**src/rtl/led_rate_pkg.sv**
```systemverilog
// led_rate_pkg: mode encoding and helpers shared by the LED rate scheduler blocks.
package led_rate_pkg;
  typedef logic [1:0] mode_t;
  localparam mode_t MODE_1S   = 2'd0;
  localparam mode_t MODE_HALF = 2'd1;
  localparam mode_t MODE_QTR  = 2'd2;
  function automatic mode_t next_mode(input mode_t m);
    return (m == MODE_1S) ? MODE_HALF : (m == MODE_HALF) ? MODE_QTR : MODE_1S;
  endfunction
  function automatic int unsigned period_of(input mode_t m, input int unsigned clk_hz);
    return clk_hz >> m;
  endfunction
endpackage

```
**src/rtl/btn_debounce.sv**
```systemverilog
// btn_debounce: 2-FF synchronizer, stable-count debounce and registered rise/fall pulses.
module btn_debounce #(
  parameter int unsigned DB_CYC = 1000
) (
  input  logic clk,
  input  logic rst,
  input  logic din,
  output logic level,
  output logic rise,
  output logic fall
);
  localparam int unsigned CW = $clog2(DB_CYC + 1);
  logic s1_q, s2_q, lvl_q, lvl_d, rise_q, fall_q, diff, hit;
  logic [CW-1:0] cnt_q, cnt_d;
  always_comb begin
    diff  = s2_q != lvl_q;
    hit   = diff && cnt_q == CW'(DB_CYC - 1);
    cnt_d = (diff && !hit) ? cnt_q + 1'b1 : '0;
    lvl_d = hit ? s2_q : lvl_q;
  end
  always_ff @(posedge clk or negedge rst) begin
    if (!rst) begin
      s1_q   <= 1'b0;
      s2_q   <= 1'b0;
      lvl_q  <= 1'b0;
      cnt_q  <= '0;
      rise_q <= 1'b0;
      fall_q <= 1'b0;
    end else begin
      s1_q   <= din;
      s2_q   <= s1_q;
      lvl_q  <= lvl_d;
      cnt_q  <= cnt_d;
      rise_q <= lvl_d & ~lvl_q;
      fall_q <= ~lvl_d & lvl_q;
    end
  end
  assign level = lvl_q;
  assign rise  = rise_q;
  assign fall  = fall_q;
endmodule

```
**src/rtl/led_rate_ctrl.sv**
```systemverilog
// led_rate_ctrl: button-driven tick-rate scheduler for the LED counter.
// Optional long-press pause is built when LED_RATE_PAUSE_EN is defined.
module led_rate_ctrl
  import led_rate_pkg::*;
#(
  parameter int unsigned CLK_HZ   = 10_000_000,
  parameter int unsigned DB_CYC   = 1000,
  parameter int unsigned LONG_CYC = 10_000_000
) (
  input  logic       clk,
  input  logic       rst,
  input  logic       push_button,
  output logic       tick,
  output logic [1:0] mode,
  output logic       mode_chg,
  output logic       paused
);
  localparam int unsigned PW = $clog2(CLK_HZ);
  logic btn_db, btn_rise, btn_fall, adv, term;
  logic chg_q, chg_d, paused_q, paused_d;
  mode_t mode_q, mode_d;
  logic [PW-1:0] pcnt_q, pcnt_d;
  btn_debounce #(.DB_CYC(DB_CYC)) u_db (
    .clk   (clk),
    .rst   (rst),
    .din   (push_button),
    .level (btn_db),
    .rise  (btn_rise),
    .fall  (btn_fall)
  );
`ifdef LED_RATE_PAUSE_EN
  localparam int unsigned HW = $clog2(LONG_CYC + 1);
  logic [HW-1:0] hold_q, hold_d;
  logic long_q, long_d, long_hit, unused_in;
  assign unused_in = btn_rise;
  // a long hold toggles pause and swallows the mode advance of its release
  always_comb begin
    long_hit = btn_db && !long_q && hold_q == HW'(LONG_CYC - 1);
    hold_d   = !btn_db ? '0 : (hold_q < HW'(LONG_CYC)) ? hold_q + 1'b1 : hold_q;
    long_d   = btn_db && (long_q || long_hit);
    paused_d = paused_q ^ long_hit;
    adv      = btn_fall && !long_q && !paused_q;
  end
  always_ff @(posedge clk or negedge rst) begin
    if (!rst) begin
      hold_q <= '0;
      long_q <= 1'b0;
    end else begin
      hold_q <= hold_d;
      long_q <= long_d;
    end
  end
`else
  logic unused_in;
  assign unused_in = btn_db ^ btn_fall ^ (LONG_CYC == 0);
  assign paused_d  = 1'b0;
  assign adv       = btn_rise;
`endif
  // the mode_chg cycle restarts the period and never emits a tick
  always_comb begin
    term   = pcnt_q == PW'(period_of(mode_q, CLK_HZ) - 1);
    tick   = term && !chg_q && !paused_q;
    pcnt_d = chg_q ? '0 : paused_q ? pcnt_q : term ? '0 : pcnt_q + 1'b1;
    mode_d = adv ? next_mode(mode_q) : mode_q;
    chg_d  = adv;
  end
  always_ff @(posedge clk or negedge rst) begin
    if (!rst) begin
      mode_q   <= MODE_1S;
      chg_q    <= 1'b0;
      pcnt_q   <= '0;
      paused_q <= 1'b0;
    end else begin
      mode_q   <= mode_d;
      chg_q    <= chg_d;
      pcnt_q   <= pcnt_d;
      paused_q <= paused_d;
    end
  end
  assign mode     = mode_q;
  assign mode_chg = chg_q;
  assign paused   = paused_q;
endmodule
```
**config.mk**
```make
export PLATFORM = sky130hd
export DESIGN_NAME = led_rate_ctrl
export DESIGN_NICKNAME = d
export VERILOG_FILES = /design/src/rtl/led_rate_pkg.sv /design/src/rtl/btn_debounce.sv /design/src/rtl/led_rate_ctrl.sv
export SDC_FILE = /design/constraint.sdc
export NUM_CORES = 1
export LEC_CHECK = 0
export BUFFER_PORTS_ARGS = -buffer_cell sky130_fd_sc_hd__buf_2
export CORE_MARGIN = 2
export CORE_UTILIZATION = 40
export CTS_CLUSTER_SIZE = 28
export DETAILED_ROUTE_END_ITERATION = 12
export GPL_TIMING_DRIVEN = 0
export HOLD_SLACK_MARGIN = 0.02
export PLACE_DENSITY = 0.63
export RECOVER_POWER = 25
export SYNTH_ARGS = -nofsm -noshare
export SYNTH_HDL_FRONTEND = slang
export SYNTH_SLANG_ARGS = --single-unit
```
**constraint.sdc**
```tcl
create_clock -name clk -period 2.1 [get_ports clk]
set_input_delay 0.105 -clock clk [delete_from_list [all_inputs] [get_ports clk]]
set_output_delay 0.105 -clock clk [all_outputs]
set_load 0.02 [all_outputs]
```
==> implementation parameters <==
Parameter                              Value

STA
  Pins over their slew limit    0
  Number of endpoints failing setup at the final stage    24
  Post-route worst setup slack    -0.488 ns
  Worst Max-Slew Pin Slew    1.05 ns
  Final hold violation count    0
  Worst slew margin relative to its limit    30.3%
  Final sum of negative setup slack    -5.39 ns
  Minimum clock period after layout    2.59 ns
  Worst Clk Skew    approximately 0.010 ns
  Achievable frequency    about 390 MHz
  Setup repair after global routing missed its margin    true
  Fraction of the cycle the final worst path needs    123%

Placed design
  Routability congestion estimate    around 0.80
  Count of buffers from port buffering    6
  Half-perimeter wire length of the detailed placement result    between 3 and 4 mm

Global routing
  Total global routing track utilization    about 19%
  Global-route wire length before repair    about 10 mm
  Vias in the first global route    1944
  Initial antenna violation count    0
  Total congestion overflow    0
  Pin count of the biggest net entering global routing    42

Detailed routing
  Via density    5.67
  Avg WL per Cell    around 17 um
  Number of vias in the routed layout    1963
  Count of nets left with antenna violations after detail routing    0
  1st-pass router iterations    4
  Final routed wirelength across all metal layers    slightly below 6 mm
  Drc violations    0
  Detailed Route Iter0 Violations    about 110

Logic synthesis
  Mean area per synthesized cell    10.3 sq um
  Leading cell type by number of instances after synthesis    sky130_fd_sc_hd__dfrtp_1
  Post-synthesis compound-gate area fraction    14.9%
  Synth warnings    0
  Cell type contributing the most total cell area after synthesis    sky130_fd_sc_hd__dfrtp_1
  Count of distinct cell types in the synthesized netlist    between 40 and 50
  Top-area cell type share of the netlist area    between 40% and 50%
  XOR/XNOR share of the synthesized area    a little under a tenth
  Nets in the synthesized netlist    ~250
  Post-synth EDFFs    0
  Dominant combinational cell family by area after synthesis    simple AND/OR/NAND/NOR gates
  Async SR Flop Fraction    100%
  Post-Syn Instances    roughly 240
  Adder-cell share of the synthesized area    between 5 and 6%
  Largest cells by area after synthesis    sky130_fd_sc_hd__dfrtp_1 42%, sky130_fd_sc_hd__xnor2_1 5.8%, sky130_fd_sc_hd__ha_1 5.7%
  Netlist area before placement    2430 sq um
  Commonest register cell after synthesis    sky130_fd_sc_hd__dfrtp_1
  Post-synthesis mux area share    less than 1%
  Flops & latches, synth    a little over 40
  Portion of the post-synthesis area used by sequential elements    approximately 42%
  Share of synthesized cell area in and, or, nand and nor gates    between 20 and 25%
  Cell types with the highest counts after synthesis    41 x sky130_fd_sc_hd__dfrtp_1, 16 x sky130_fd_sc_hd__xnor2_1, 13 x sky130_fd_sc_hd__a211oi_1, 13 x sky130_fd_sc_hd__nor2_1, 12 x sky130_fd_sc_hd__nand2_1

Cells and area
  Utilization after layout    around half
  Fraction of final layout cells sized beyond drive strength 1    between 20% and 30%
  Count of inserted antenna diode cells    0
  Layout area overhead    25.2%
  Final nets    284

Worst setup path
  Dominant delay contributor by cell family on the critical path    compound AO/OA/AOI/OAI gates
  Slowest stage cell, crit path    sky130_fd_sc_hd__dfrtp_2
  Biggest cell delay along the critical path    about 0.46 ns
  Startpoint types    register
  Largest fanout of any net on the critical path    4
  Critical Path AT    roughly 2.5 ns
  Required time of the worst setup path    about 2 ns
  Kind of end point of the critical path    output pin
  Cell Chain, Critical Path    buf_6 > ha_4 > or3_1 > a211o_1 > a2111oi_4 > buf_6 > and3b_2 > buf_6
  Number of buffers and inverters on the critical path    3
  CP dominant cell by count    sky130_fd_sc_hd__buf_6
  Startpoint-to-endpoint class of the critical path    reg -> out

Clock network
  Clk pin slew, worst setup/hold paths    0.09 ns
  CTS Root Cell    sky130_fd_sc_hd__clkbuf_8
  Skew-Pair Late Insertion Delay    a little under 0.3 ns
  Number of clock sinks seen by CTS    41
  Bufs on Longest Clock Path    2
  Num CTS Buffers    5
  Number of H-tree levels    2
  CTS tree    yes

Power and ir drop
  Internal power contribution    ~1.3 mW
  Fraction of power spent switching nets    about a fifth
  Net switching power of the design    approximately 320 uW
  Clock group share of total power    between 40% and 50%
  Standby leakage power    between 1 and 1.5 nW
  Power share of the sequential group    50.2%
  Power per cell area    about 520 nW/um^2
  Combinational fraction of design power    roughly 2.1%
  Maximum ir drop on the vdd rail    ~400 uV

Outcome
  Violated checks    setup timing
  Outcome    finished with violations

Min path
  Type of the worst min-delay path    reg -> reg

Floorplanning
  Total number of placement rows    28
  Core area    5890 sq um
  Overall die height    between 80 and 90 um
  Area of the die    ~6700 sq um
  Starting Density    41.4%
  Horizontal die dimension    82.0 um
  I/O pin cnt    8

Job
  Max-cap viol count    0
[per-stage QoR]
step / worst slack [ns] / total power [mW] / cells / hold slack [ns] / cell area (sq um)
4_1_cts: -0.478 / 1.61 / 341 / 0.361 / 2940
6_report: -0.488 / 1.59 / 346 / 0.356 / 3050
3_5_place_dp: -0.506 / 0.849 / 318 / 0.215 / 2590
3_3_place_gp: -0.510 / 0.848 / 318 / 0.215 / 2590
5_1_grt: -0.593 / 1.65 / 346 / 0.364 / 3050
2_1_floorplan: -0.190 / 0.827 / 237 / -0.191 / 2460
[layout make-up]
cell class                 instances  area, sq um
fill                             527         2840
multi-input combinational        172         1400
sequential                        41         1030
timing repair buffer              27          230
buffer                            14          119
tap                               75         93.8
clock buffer                       5         68.8
clock inverter                     3         65.1
inverter                           9         38.8
[cells by family after synthesis]
logic type | after synthesis
AOI/OAI and AO/OA | 44
buffers and inverters | 24
adders and majority gates | 11
other | 1
muxes | 1
xor gates and xnor gates | 26
and+or+nand+nor | 89
DFF | 41
[what timing repair did]
action | 4_1_cts | 5_1_grt
gates resized for setup | 24 | 9
endpoints found under the setup margin | 24 | 24
hold buffers | 2 | 0
pin swaps | 16 | 4
hold endpoints to repair | 42 | 0
setup buffers | 12 | 5
cloned | 1 | 1
[per-layer routing]
layer	wire length (um)	vias to the layer above	GRT usage [%]	part of all wire [%]
li1	-	942	-	-
met4	54	0	5.33	0.91
met5	0	-	0	0
met1	2730	987	24.9	46
met3	174	4	3.63	2.9
met2	2970	30	32.7	50
[worst paths after layout]
path                       startpoint    endpoint  slack (ns)  cells past startpoint
min reg2reg                 u_db.s1_q   u_db.s2_q        0.36                      0
max reg2reg                   mode[0]  pcnt_q[17]       -0.28                      9
min in group asynchronous         rst     mode[1]        0.52                      2
max in group asynchronous         rst     mode[0]        0.87                      2
max                           mode[0]        tick       -0.49                      8
min                         u_db.s1_q   u_db.s2_q        0.36                      0
[worst register-to-register path, cell delays in order, from the launching register on]
cell,delay [ns]
sky130_fd_sc_hd__dfrtp_2,0.46
sky130_fd_sc_hd__buf_6,0.14
sky130_fd_sc_hd__ha_4,0.16
sky130_fd_sc_hd__or3_1,0.30
sky130_fd_sc_hd__a211o_1,0.30
sky130_fd_sc_hd__a2111oi_4,0.39
sky130_fd_sc_hd__buf_6,0.15
sky130_fd_sc_hd__buf_4,0.12
sky130_fd_sc_hd__clkbuf_16,0.14
sky130_fd_sc_hd__a221oi_1,0.07
[power groups by stage]
stage / clock network, mW / logic [mW] / registers [mW]
5_1_grt: 0.810 / 0.0404 / 0.801
3_3_place_gp: 0 / 0.0329 / 0.815
3_5_place_dp: 0 / 0.0334 / 0.815
4_1_cts: 0.778 / 0.0361 / 0.800
6_report: 0.760 / 0.0340 / 0.800
2_1_floorplan: 0 / 0.0126 / 0.815
[sequential cells by signal (all words and copies together) (netlist names)]
name	cells
u_db.s2_q	1
u_db.level	1
u_db.cnt_q	10
mode_chg	1
u_db.s1_q	1
u_db.rise	1
mode	2
pcnt_q	24
[layout by cell type, fill, tap and decap left out, types with 3 or more instances in the layout]
cell and n:
sky130_fd_sc_hd__xor2_1 10, sky130_fd_sc_hd__nor4_1 3, sky130_fd_sc_hd__ha_1 8, sky130_fd_sc_hd__nor2_1 13, sky130_fd_sc_hd__or4_1 7, sky130_fd_sc_hd__inv_1 7, sky130_fd_sc_hd__xnor2_1 16, sky130_fd_sc_hd__nand4_1 7
sky130_fd_sc_hd__nor3b_1 4, sky130_fd_sc_hd__clkbuf_1 4, sky130_fd_sc_hd__a221oi_1 4, sky130_fd_sc_hd__buf_4 14, sky130_fd_sc_hd__a221oi_2 6, sky130_fd_sc_hd__buf_8 3, sky130_fd_sc_hd__ha_4 3, sky130_fd_sc_hd__a211oi_2 10
sky130_fd_sc_hd__o31ai_1 8, sky130_fd_sc_hd__buf_2 6, sky130_fd_sc_hd__buf_6 8, sky130_fd_sc_hd__and3_1 5, sky130_fd_sc_hd__nand2_1 12, sky130_fd_sc_hd__nand3_1 11, sky130_fd_sc_hd__dfrtp_1 39, sky130_fd_sc_hd__a211oi_1 4
sky130_fd_sc_hd__o21ai_0 4, sky130_fd_sc_hd__nor3_1 6, sky130_fd_sc_hd__clkbuf_8 5, sky130_fd_sc_hd__or3_1 7
No activity file was read; power rests on OpenSTA's default activity.
